===== src/rtl/match_collector.sv =====
// Search-stage controller: loads a job, steps the search engine through the block,
// and buffers every reported match address in a small FIFO for the readout logic.
module match_collector #(
  parameter int unsigned   AW       = 8,
  parameter int unsigned   DEPTH    = 16,
  parameter logic [AW-1:0] NOTFOUND = {AW{1'b1}},
  parameter int unsigned   TIMEOUT  = 1023
) (
  input  logic                    CLK100MHZ,
  input  logic                    reset,
  input  logic                    start,
  input  logic [AW-1:0]           p_in,
  input  logic [AW-1:0]           pl_in,
  input  logic [AW-1:0]           b_in,
  input  logic [AW-1:0]           bl_in,
  output logic [AW-1:0]           srch_p,
  output logic [AW-1:0]           srch_pl,
  output logic [AW-1:0]           srch_b,
  output logic [AW-1:0]           srch_bl,
  output logic                    srch_reset,
  output logic                    srch_activate,
  input  logic                    srch_done,
  input  logic [AW-1:0]           srch_found,
  input  logic                    rd_en,
  output logic [AW-1:0]           rd_data,
  output logic                    rd_valid,
  output logic [$clog2(DEPTH):0]  count,
  output logic                    empty,
  output logic                    full,
  output logic                    busy,
  output logic                    finished,
  output logic                    overflow,
  output logic                    timeout_err,
  output logic                    param_err
);

  localparam int unsigned PW = $clog2(DEPTH);
  localparam int unsigned TW = $clog2(TIMEOUT + 1);
  localparam logic [AW:0] SPAN = {1'b1, {AW{1'b0}}};
  localparam logic [TW-1:0] TIMER_LAST = TW'(TIMEOUT - 1);

  typedef enum logic [2:0] {S_IDLE, S_RST, S_RUN, S_CAPTURE, S_GAP, S_DONE} state_t;

  state_t         state_q, state_d;
  logic           done_q;
  logic [TW-1:0]  timer_q;
  logic [AW-1:0]  found_q;
  logic [AW-1:0]  prev_q;
  logic           prev_vld_q;
  logic [AW-1:0]  job_p_q, job_pl_q, job_b_q, job_bl_q;
  logic [PW:0]    wr_ptr_q, rd_ptr_q;
  logic [AW-1:0]  rd_data_q;
  logic           rd_valid_q;
  logic           ovf_q, tmo_q, perr_q;
  logic [AW-1:0]  mem_q [DEPTH];

  logic           start_ok, job_bad, done_rise, in_range, stalled;
  logic           push, pop, set_ovf, set_tmo;
  logic [AW:0]    job_end, hi_lim;

  // Job checks use one extra bit so b+bl reaching the top of the address space is exact.
  assign job_end   = {1'b0, b_in} + {1'b0, bl_in};
  assign job_bad   = (pl_in == '0) || (bl_in < pl_in) || (job_end > SPAN);
  assign hi_lim    = {1'b0, job_b_q} + {1'b0, job_bl_q} - {1'b0, job_pl_q};
  assign in_range  = ({1'b0, found_q} >= {1'b0, job_b_q}) && ({1'b0, found_q} <= hi_lim);
  assign stalled   = prev_vld_q && (found_q == prev_q);
  assign done_rise = srch_done && !done_q;
  assign start_ok  = start && ((state_q == S_IDLE) || (state_q == S_DONE));

  assign count = wr_ptr_q - rd_ptr_q;
  assign empty = (count == '0);
  assign full  = (count == (PW+1)'(DEPTH));
  assign pop   = rd_en && !empty && !start_ok;

  always_comb begin
    // NOTE: every comb output gets a default first so no path can infer a latch.
    state_d = state_q;
    push    = 1'b0;
    set_ovf = 1'b0;
    set_tmo = 1'b0;
    case (state_q)
      S_IDLE, S_DONE: if (start_ok) state_d = job_bad ? S_DONE : S_RST;
      S_RST:          state_d = S_RUN;
      S_RUN: begin
        if (done_rise) begin
          state_d = S_CAPTURE;
        end else if (timer_q == TIMER_LAST) begin
          state_d = S_DONE;
          set_tmo = 1'b1;
        end
      end
      S_CAPTURE: begin
        if ((found_q == NOTFOUND) || !in_range || stalled) begin
          state_d = S_DONE;
        end else if (full) begin
          state_d = S_DONE;
          set_ovf = 1'b1;
        end else begin
          state_d = S_GAP;
          push    = 1'b1;
        end
      end
      S_GAP:   state_d = S_RUN;
      default: state_d = S_IDLE;
    endcase
  end

  always_ff @(posedge CLK100MHZ) begin
    if (reset) begin
      state_q    <= S_IDLE;
      done_q     <= 1'b0;
      timer_q    <= '0;
      found_q    <= '0;
      prev_q     <= '0;
      prev_vld_q <= 1'b0;
      job_p_q    <= '0;
      job_pl_q   <= '0;
      job_b_q    <= '0;
      job_bl_q   <= '0;
      wr_ptr_q   <= '0;
      rd_ptr_q   <= '0;
      rd_data_q  <= '0;
      rd_valid_q <= 1'b0;
      ovf_q      <= 1'b0;
      tmo_q      <= 1'b0;
      perr_q     <= 1'b0;
    end else begin
      state_q    <= state_d;
      done_q     <= srch_done;
      timer_q    <= (state_q == S_RUN) ? timer_q + 1'b1 : '0;
      rd_valid_q <= 1'b0;
      if ((state_q == S_RUN) && done_rise) found_q <= srch_found;
      if (start_ok) begin
        job_p_q    <= p_in;
        job_pl_q   <= pl_in;
        job_b_q    <= b_in;
        job_bl_q   <= bl_in;
        wr_ptr_q   <= '0;
        rd_ptr_q   <= '0;
        prev_vld_q <= 1'b0;
        ovf_q      <= 1'b0;
        tmo_q      <= 1'b0;
        perr_q     <= job_bad;
      end else begin
        if (push) begin
          wr_ptr_q   <= wr_ptr_q + 1'b1;
          prev_q     <= found_q;
          prev_vld_q <= 1'b1;
        end
        if (pop) begin
          rd_ptr_q   <= rd_ptr_q + 1'b1;
          rd_data_q  <= mem_q[rd_ptr_q[PW-1:0]];
          rd_valid_q <= 1'b1;
        end
        if (set_ovf) ovf_q <= 1'b1;
        if (set_tmo) tmo_q <= 1'b1;
      end
    end
  end

  // NOTE: storage has no reset; the pointers alone define which entries are valid.
  always_ff @(posedge CLK100MHZ) begin
    if (push) mem_q[wr_ptr_q[PW-1:0]] <= found_q;
  end

  assign srch_p        = job_p_q;
  assign srch_pl       = job_pl_q;
  assign srch_b        = job_b_q;
  assign srch_bl       = job_bl_q;
  assign srch_reset    = (state_q == S_RST);
  assign srch_activate = (state_q == S_RUN);
  assign rd_data       = rd_data_q;
  assign rd_valid      = rd_valid_q;
  assign busy          = (state_q != S_IDLE) && (state_q != S_DONE);
  assign finished      = (state_q == S_DONE);
  assign overflow      = ovf_q;
  assign timeout_err   = tmo_q;
  assign param_err     = perr_q;

endmodule

===== config.mk =====
export PLATFORM = sky130hd
export DESIGN_NAME = match_collector
export DESIGN_NICKNAME = d
export VERILOG_FILES = /design/src/rtl/match_collector.sv
export SDC_FILE = /design/constraint.sdc
export NUM_CORES = 1
export LEC_CHECK = 0
export ABC_CLOCK_PERIOD_IN_PS = 9700
export CAP_MARGIN = 15
export CORE_ASPECT_RATIO = 1.4
export CORE_MARGIN = 2
export CORE_UTILIZATION = 55
export DETAILED_ROUTE_END_ITERATION = 6
export HOLD_SLACK_MARGIN = 0.03
export PLACE_DENSITY = 0.86
export SYNTH_ARGS = -nofsm -noshare
export SYNTH_HDL_FRONTEND = slang
export SYNTH_SLANG_ARGS = --single-unit

===== constraint.sdc =====
create_clock -name CLK100MHZ -period 9.7 [get_ports CLK100MHZ]
set_input_delay 1.94 -clock CLK100MHZ [delete_from_list [all_inputs] [get_ports CLK100MHZ]]
set_output_delay 1.94 -clock CLK100MHZ [all_outputs]
set_load 0.02 [all_outputs]

==> flow_summary.yaml, run 1 <==
setup_path:
  cp-start-kind: "flop"
  r2r_cells: 17
  rrSetupSlack_ps: 4460
  crit_arrival_ps: 3680
  reg2reg_from: "srch_b[1]"
  worstPathMaxFanout: 37
  worstSetupEndpointType: "output port"
  required_ps: 7760
  critPathKind: "flop to output port"
  r2r-end: "mem_q[4][5]"
die:
  num_rows: 58
  start_util_pct: 56.1
  io_pins: 100
  die_x_um: 118
  die_h_um: 164
  dieArea_mm2: 0.0194
  core-area_mm2: 0.0179
yosys:
  synth.top_cell.area_share_pct: 38.2
  syn_avg_cell_area_um2: 12.0
  syn-num-nets: 941
  yosys.cell_types.count: 50
  netlist_area_mm2: 0.0100
  synth_top_flop_cell: "edfxtp_1"
  yosys_warnings: 0
  synth-seq-area-share_pct: 55.2
  synth-seq-cells: 213
  synth.area.top_cells: "edfxtp_1, dfxtp_1, mux4_2"
  synth_edf_count: 128
  synth.top_cells.by_count: "edfxtp_1, nand2_1, dfxtp_1, a21oi_1, inv_1"
  syn_inst: 835
  synth_most_common_cell: "edfxtp_1"
  yosys.area.top_type: "edfxtp_1"
  ys_async_sr_fraction_pct: 0
timing:
  drv_slew: 0
  hold_viol: 0
  max_slew.worst_pin.slew_ps: 1020
  skew_ps: 10.4
  fin_tns_setup_ps: 0
  setup_viol: 0
  period_minus_slack_ps: 5620
  slew_headroom_pct: 32.1
  rsz0062_at_grt: "no"
  fmax_mhz: 178
  fin_crit_sh_pct: 57.9
cts:
  cts_sinks: 213
  post_cts_resized: 0
  tritoncts: "yes"
  post_cts.repair.setup_buffers: 0
  htreeDepth: 1
  insertion_delay_ps: 500
  path_clk_slew_ps: 60
  cts_max_path_buffers: 3
  postCtsHoldBufs: 0
  cts_buffers: 21
  root_buffer: "clkbuf_16"
detailed_routing:
  num_vias: 6957
  drt_pre_antenna_iters: 5
  postRouteAntennaNets: 0
  drtIter0Drc: 520
  viasPerCell: 5.86
  drt_wl_total_um: 23600
  drc: 0
  wl_per_cell_um: 19.9
placement:
  io_buffers: 99
  gp_congestion: 0.851
  placedInstanceArea_mm2: 0.0113
  hpwl_um: 16400
pwr:
  p_leak_nw: 4.37
  total_power_mw: 2.94
  peakVddDrop_uv: 187
  power.density_mw_per_mm2: 246
layout:
  area_growth_pct: 18.7
  final_cell_area_mm2: 0.0119
  final_nets: 1039
  num_antenna_cells: 0
  drive_gt1_share_pct: 9.07
global_routing:
  grt_overflow: 0
  grt_pass1_wl_um: 37800
  grt_max_degree: 65
  antenna_found_initial: 0
  grt_usage_pct: 24.8
  grt_pass1_vias: 7129
flow_run:
  maxCapViolations: 0
status:
  status: "completed"
hold_path:
  min_path_type: "flop to flop"
  min_path_cells: 2
  hold_path.startpoint: "srch_p[6]"
  holdPathEnd: "srch_p[6]"
## logic make-up (layout without fill, tap and decap cells)
family	Yosys count	after routing	share of synthesized area, %
buf+inv	95	208	3.70
mux	57	57	10.7
fa+ha+maj	61	61	8.34
flops	213	213	55.2
simple gates	236	236	11.0
xor+xnor	30	30	2.61
compound gates	143	143	8.53
## worst max-delay path, stage by stage, from the launching register on
cell and delay (ps):
dfxtp_1 310, buf_4 430, inv_1 110, ha_1 280, nor2b_1 130, o21ai_0 210
nor3b_1 370, o2111ai_1 140, buf_4 210, inv_1 310, clkdlybuf4s50_1 680
## state kept, by name, summed over array words and instances (netlist names), 3 cells and up
signal,cells
found_q,8
mem_q,128
prev_q,8
rd_data,8
rd_ptr_q,5
srch_b,8
srch_bl,8
srch_p,8
srch_pl,8
state_q,3
timer_q,10
wr_ptr_q,5
## final cells by class
| type | count | area [um^2] |
|---|---|---|
| fill | 1283 | 5990 |
| sequential | 213 | 5550 |
| multi-input combinational | 527 | 4130 |
| timing repair buffer | 110 | 1070 |
| clock buffer | 28 | 562 |
| tap | 240 | 300 |
| inverter | 60 | 225 |
| clock inverter | 10 | 98.8 |
## cells in the final DEF, fill, tap and decap left out, types with 2 or more instances in the layout
| cell type | netlist | routed |
|---|---|---|
| a31oi_1 | 5 | 5 |
| a211oi_1 | 6 | 6 |
| dfxtp_1 | 85 | 84 |
| o211ai_1 | 3 | 3 |
| inv_1 | 58 | 58 |
| ha_1 | 51 | 51 |
| nand2b_1 | 3 | 3 |
| o221ai_1 | 2 | 2 |
| o22ai_1 | 3 | 3 |
| nor4_1 | 4 | 4 |
| o21a_1 | 7 | 7 |
| mux2i_1 | 17 | 17 |
| buf_4 | 0 | 11 |
| o21ai_0 | 27 | 27 |
| nor3b_1 | 3 | 3 |
| xnor2_1 | 10 | 10 |
| and2_1 | 2 | 2 |
| o21bai_1 | 3 | 3 |
| or3_1 | 7 | 7 |
| nand3_1 | 31 | 31 |
| nor2_1 | 45 | 45 |
| nand4_1 | 5 | 5 |
| and3_1 | 19 | 19 |
| inv_2 | 2 | 2 |
| xor2_1 | 20 | 20 |
| o2111ai_1 | 2 | 2 |
| a21oi_1 | 69 | 69 |
| nor2b_1 | 15 | 15 |
| nor3_1 | 14 | 14 |
| clkbuf_1 | 27 | 6 |
| nand2_1 | 86 | 86 |
| bufinv_16 | 0 | 2 |
| edfxtp_1 | 128 | 128 |
| clkinv_2 | 0 | 2 |
| clkdlybuf4s50_1 | 0 | 98 |
| clkinv_1 | 0 | 4 |
| a21o_1 | 6 | 6 |
| clkbuf_16 | 0 | 21 |
| fa_1 | 10 | 10 |
| mux4_2 | 40 | 40 |
## worst max-delay path by stage
stage | from | endpoint | cells past startpoint
6_report | rd_ptr_q[1] | full | 10
5_1_grt | rd_ptr_q[1] | full | 10
3_5_place_dp | srch_b[1] | mem_q[9][3] | 17
2_1_floorplan | srch_b[1] | mem_q[3][0] | 18
3_3_place_gp | srch_b[1] | mem_q[9][3] | 17
4_1_cts | rd_ptr_q[1] | full | 10
## per-stage QoR
step                cells  setup slack (ps)  hold WS, ps  util (%)
floorplan             835              4960          440         -
global placement     1150              4740          443      62.9
detailed placement   1150              4470          448      62.9
CTS                  1188              4080          457      66.6
global route         1188              3830          475      66.6
finish               1188              4080          453      66.6
## layer usage
metal  share of wire (%)  wire length, um  global-route usage (%)
met5                   0                0                       0
met1                  36             8440                    28.7
met4                 3.4              801                    8.16
met3                 6.8             1600                    2.99
met2                  54            12800                    47.4
## power breakdown
part	total (mW)	switching [mW]	internal [mW]	leakage (nW)
combinational	1.05	0.594	0.461	2.20
sequential	1.10	0.0688	1.03	1.84
clock	0.791	0.330	0.460	0.320
total	2.94	0.993	1.95	4.37
Note: power is estimated with default switching activity, not from simulation.
==> run 2, diff against run 1 <==
--- a/config.mk
+++ b/config.mk
@@ -5,11 +5,11 @@
 export SDC_FILE = /design/constraint.sdc
 export NUM_CORES = 1
 export LEC_CHECK = 0
-export ABC_CLOCK_PERIOD_IN_PS = 9700
+export ABC_CLOCK_PERIOD_IN_PS = 4690
 export CAP_MARGIN = 15
 export CORE_ASPECT_RATIO = 1.4
 export CORE_MARGIN = 2
-export CORE_UTILIZATION = 55
+export CORE_UTILIZATION = 52
 export DETAILED_ROUTE_END_ITERATION = 6
 export HOLD_SLACK_MARGIN = 0.03
 export PLACE_DENSITY = 0.86
==> constraint.sdc (replaced) <==
create_clock -name CLK100MHZ -period 4.69 [get_ports CLK100MHZ]
set_input_delay 0.938 -clock CLK100MHZ [delete_from_list [all_inputs] [get_ports CLK100MHZ]]
set_output_delay 0.938 -clock CLK100MHZ [all_outputs]
set_load 0.02 [all_outputs]
==> run 2 against run 1 <==
Critical path depth rose by 10; count of clock-buffer cells in the layout fell by 2; worst hold slack improved by 0.54 ps; non-clock buffer count rose by 22; utilization fell by 2.9 points; final cell count rose by 2.4%; via count rose by 1.6%; global-route usage fell by 0.33 points; largest cell class unchanged; highest routed layer unchanged.
==> flow_summary.yaml, run 2 (synthesis results as in run 1) <==
setup_path:
  required_ps: 4940
  worstSetupEndpointType: "flop"
  cp-start-kind: "flop"
  crit_arrival_ps: 4680
  worstPathMaxFanout: 15
  slowest_stage: "fa_1"
  critPathKind: "flop to flop"
  slowest_delay_ps: 500
  path_cells: "inv_1 -> fa_1 -> inv_1 -> ha_1 -> a21o_1 -> a21oi_1 -> o21bai_1 -> a21oi_1 -> o21ai_0 -> xnor2_1 -> ha_1 -> nand3_1 -> nor3_2 -> a211oi_1 -> o31ai_2 -> o21ai_2 -> nor2_1 -> buf_4 -> and3_1 -> buf_4"
cts:
  path_clk_slew_ps: 60
  tritoncts: "yes"
  insertion_delay_ps: 500
  cts_sinks: 213
  cts_buffers: 20
  root_buffer: "clkbuf_16"
  cts_max_path_buffers: 3
  htreeDepth: 1
timing:
  drv_slew: 0
  setup_viol: 0
  max_slew.worst_pin.slew_ps: 916
  period_minus_slack_ps: 4420
  hold_viol: 0
  fin_crit_sh_pct: 94.3
  skew_ps: 20.1
  fmax_mhz: 226
  fin_tns_setup_ps: 0
  slew_headroom_pct: 38.8
layout:
  largest_reg_flops: 128
  final_nets: 1060
  sequential_cell_area_mm2: 0.00555
  drive_gt1_share_pct: 11.8
  area_growth_pct: 20.8
  final_cell_area_mm2: 0.0121
  multiInputGateArea_mm2: 0.00415
  final_cell_mix: "edfxtp_1, clkdlybuf4s50_1, nand2_1"
  num_antenna_cells: 0
  fillers: 1401
  layout_commonest_cell: "edfxtp_1"
die:
  io_pins: 100
  num_rows: 60
  dieArea_mm2: 0.0205
  start_util_pct: 52.7
  die_h_um: 168
  die_x_um: 121
  core-area_mm2: 0.0191
global_routing:
  antenna_found_initial: 0
  grt_overflow: 0
  grt_max_degree: 62
  grt_pass1_vias: 7137
  grt_pass1_wl_um: 38500
  grt_usage_pct: 24.5
pwr:
  p_leak_nw: 4.49
  total_power_mw: 6.16
  peakVddDrop_uv: 625
  power.density_mw_per_mm2: 507
placement:
  gp_congestion: 0.861
  io_buffers: 99
  placedInstanceArea_mm2: 0.0115
  hpwl_um: 17300
detailed_routing:
  drt_pre_antenna_iters: 5
  num_vias: 7068
  drc: 0
  postRouteAntennaNets: 0
  drt_wl_total_um: 24500
  drtIter0Drc: 644
  wl_per_cell_um: 20.2
  viasPerCell: 5.81
flow_run:
  maxCapViolations: 0
hold_path:
  min_path_type: "flop to flop"
status:
  status: "completed"
run 2: changes by cell type in the layout (fill, tap and decap cells not counted), moves of 2 or more:
cell / change
clkinvlp_4: +2
clkinv_2: +2
clkinv_1: -2
buf_4: +22
run 2: worst max-delay path: cells and delay by family, from the launching register on:
| kind | cells | cell delay, ps |
|---|---|---|
| buffers and inverters | 4 | 500 |
| adders and majority gates | 3 | 1060 |
| and+or+nand+nor | 4 | 510 |
| DFF | 1 | 360 |
| AOI/OAI and AO/OA | 8 | 1530 |
| xor gates and xnor gates | 1 | 210 |
run 2: cell type report:
cell class	count	area share (%)
Sequential cell	213	45.7
Multi-Input combinational cell	527	34.2
Timing Repair Buffer	132	10.2
Clock buffer	26	4.48
Tap cell	248	2.56
Inverter	60	1.89
Clock inverter	10	1.03
run 2: what timing repair did:
item / 4_1_cts / 5_1_grt
setup endpoints to repair: 0 / 121
gates resized for setup: 0 / 4
hold buffers: 0 / 0
setup buffers: 0 / 0
run 2: worst paths after layout:
check | start | endpoint | slack (ps) | cells past startpoint
setup / recovery | srch_b[1] | mem_q[12][3] | 270 | 20
hold / removal | srch_p[2] | srch_p[2] | 450 | 2
setup reg to reg | srch_b[1] | mem_q[12][3] | 270 | 20
hold reg to reg | srch_p[2] | srch_p[2] | 450 | 2
run 2: metal layers:
| layer | part of all wire (%) | vias up | GRT usage (%) |
|---|---|---|---|
| met3 | 5.8 | 60 | 3.00 |
| met5 | 0 | - | 0 |
| met4 | 3.8 | 0 | 8.75 |
| met2 | 55 | 311 | 47.7 |
| met1 | 35 | 3421 | 26.8 |
| li1 | - | 3276 | - |
run 2: through the flow:
stage | hold slack (ps) | setup WS (ps) | utilization (%) | cells
after floorplan | 440 | 271 | - | 835
after global placement | 442 | 391 | 60.1 | 1180
after detailed placement | 447 | 247 | 60.1 | 1180
after CTS | 455 | 188 | 63.6 | 1216
after global routing | 481 | -45.5 | 63.7 | 1216
final | 454 | 268 | 63.7 | 1216
run 2: where the power goes:
part           leakage (nW)  switching (mW)  internal [mW]
logic                  2.31            1.28          0.962
registers              1.86           0.140           2.12
clock network         0.326           0.670          0.986
==> run 3, diff against run 2 <==
--- a/config.mk
+++ b/config.mk
@@ -5,11 +5,10 @@
 export SDC_FILE = /design/constraint.sdc
 export NUM_CORES = 1
 export LEC_CHECK = 0
-export ABC_CLOCK_PERIOD_IN_PS = 4690
 export CAP_MARGIN = 15
 export CORE_ASPECT_RATIO = 1.4
 export CORE_MARGIN = 2
-export CORE_UTILIZATION = 52
+export CORE_UTILIZATION = 55
 export DETAILED_ROUTE_END_ITERATION = 6
 export HOLD_SLACK_MARGIN = 0.03
 export PLACE_DENSITY = 0.86
==> constraint.sdc (replaced) <==
create_clock -name CLK100MHZ -period 5.2 [get_ports CLK100MHZ]
set_input_delay 1.04 -clock CLK100MHZ [delete_from_list [all_inputs] [get_ports CLK100MHZ]]
set_output_delay 1.04 -clock CLK100MHZ [all_outputs]
set_load 0.02 [all_outputs]
==> run 3 against run 2 <==
Final cell count down 2.2%; largest cell class unchanged; largest power group unchanged; sequential share of layout area up 0.90 points; count of clock-buffer cells in the layout up 1; routed wire length up 0.62%; global-route usage up 1.2 points; highest routed layer unchanged; worst setup slack better by 260 ps; worst hold slack about the same.
==> flow_summary.yaml, run 3 (synthesis results as in run 1) <==
pwr:
  p_int_mw: 3.54
  seqPwrFrac_pct: 37.7
  clockPowerShare_pct: 25.2
  p_sw_share_pct: 34.7
  p_switching_mw: 1.88
  power.density_mw_per_mm2: 455
  p_leak_nw: 4.38
  pwr-share-comb_pct: 37.0
  peakVddDrop_uv: 317
layout:
  final_cell_mix: "edfxtp_1, clkdlybuf4s50_1, nand2_1"
  final_nets: 1042
  area_growth_pct: 18.5
  fillers: 1296
  num_antenna_cells: 0
  drive_gt1_share_pct: 9.38
  largest_reg_flops: 128
  layout_commonest_cell: "edfxtp_1"
timing:
  fmax_mhz: 214
  rsz0062_at_grt: "no"
  hold_slack_ps: 454
  period_minus_slack_ps: 4670
  fin_crit_sh_pct: 89.8
  setup_viol: 0
  skew_ps: 11.9
  hold_viol: 0
  fin_ws_ps: 531
  max_slew.worst_pin.slew_ps: 986
  slew_headroom_pct: 34.2
  fin_tns_setup_ps: 0
  drv_slew: 0
detailed_routing:
  num_vias: 7027
  viasPerCell: 5.91
  drt_wl_total_um: 24700
  drt_pre_antenna_iters: 5
  wl_per_cell_um: 20.8
  drc: 0
  postRouteAntennaNets: 0
  drtIter0Drc: 527
placement:
  gp_congestion: 0.910
  io_buffers: 99
  place_ws_ps: 711
  hpwl_um: 17200
die:
  start_util_pct: 56.1
  dieArea_mm2: 0.0194
  io_pins: 100
  num_rows: 58
  core-area_mm2: 0.0179
  die_x_um: 118
  die_h_um: 164
cts:
  cts_buffers: 20
  htreeDepth: 1
  root_buffer: "clkbuf_16"
  cts_max_path_buffers: 3
  post_cts_resized: 0
  postCtsHoldBufs: 0
  cts_sinks: 213
  path_clk_slew_ps: 60
  insertion_delay_ps: 490
  post_cts.repair.setup_buffers: 0
  tritoncts: "yes"
setup_path:
  required_ps: 4160
  cp-start-kind: "flop"
  reg2reg_from: "srch_b[1]"
  worstPathMaxFanout: 15
  worstSetupEndpointType: "output port"
  crit_path_start: "rd_ptr_q[2]"
  crit_arrival_ps: 3630
  critPathKind: "flop to output port"
hold_path:
  min_path_type: "flop to flop"
  hold_path.startpoint: "srch_p[6]"
global_routing:
  grt_max_degree: 65
  antenna_found_initial: 0
  grt_pass1_wl_um: 38400
  grt_usage_pct: 25.7
  grt_pass1_vias: 7109
  grt_overflow: 0
status:
  status: "completed"
flow_run:
  maxCapViolations: 0
## run 3: metrics by stage
stage	instance area [um^2]	total power [mW]	utilization (%)	cells
finish	11900	5.41	66.4	1189
global route	11900	5.72	66.4	1189
CTS	11900	5.41	66.4	1189
detailed placement	11300	4.05	63.1	1154
global placement	11300	4.00	63.1	1154
floorplan	10000	3.41	-	835
## run 3: critical path, stage by stage (launching register included)
cell,delay [ps]
dfxtp_1,660
inv_1,130
ha_1,340
o21ai_0,150
nor3b_1,500
o2111ai_1,170
buf_4,220
inv_1,300
clkdlybuf4s50_1,680
## run 3: layout make-up
class	instances	area (um^2)	area share (%)
clock buffers	27	558	4.69
clock inverters	8	43.8	0.368
inverters	60	225	1.89
multi-input cells	527	4130	34.7
flip-flops and latches	213	5550	46.6
well taps	240	300	2.52
repair buffers	114	1100	9.23
## run 3: path summary, 6_finish.rpt
kind | to | slack [ps] | depth (start not counted)
worst max register to register | mem_q[12][0] | 590 | 18
worst min register to register | srch_p[6] | 450 | 2
worst min-delay path | srch_p[6] | 450 | 2
worst max-delay path | full | 530 | 8
## run 3: power by group through the flow
stage / clock [mW] / combinational (mW) / sequential, mW
2_1_floorplan: 0 / 1.27 / 2.15
3_3_place_gp: 0 / 1.93 / 2.07
3_5_place_dp: 0 / 1.98 / 2.07
4_1_cts: 1.37 / 2.00 / 2.04
5_1_grt: 1.44 / 2.23 / 2.06
6_report: 1.37 / 2.00 / 2.04
## run 3: per-layer routing
metal	track usage (%)	vias to the layer above	part of all wire, %	wire (um)
met3	3.65	54	6.2	1540
met5	0	-	0	0
met4	9.69	0	3.4	848
li1	-	3234	-	-
met1	28.4	3433	36	8770
met2	49.5	306	55	13500
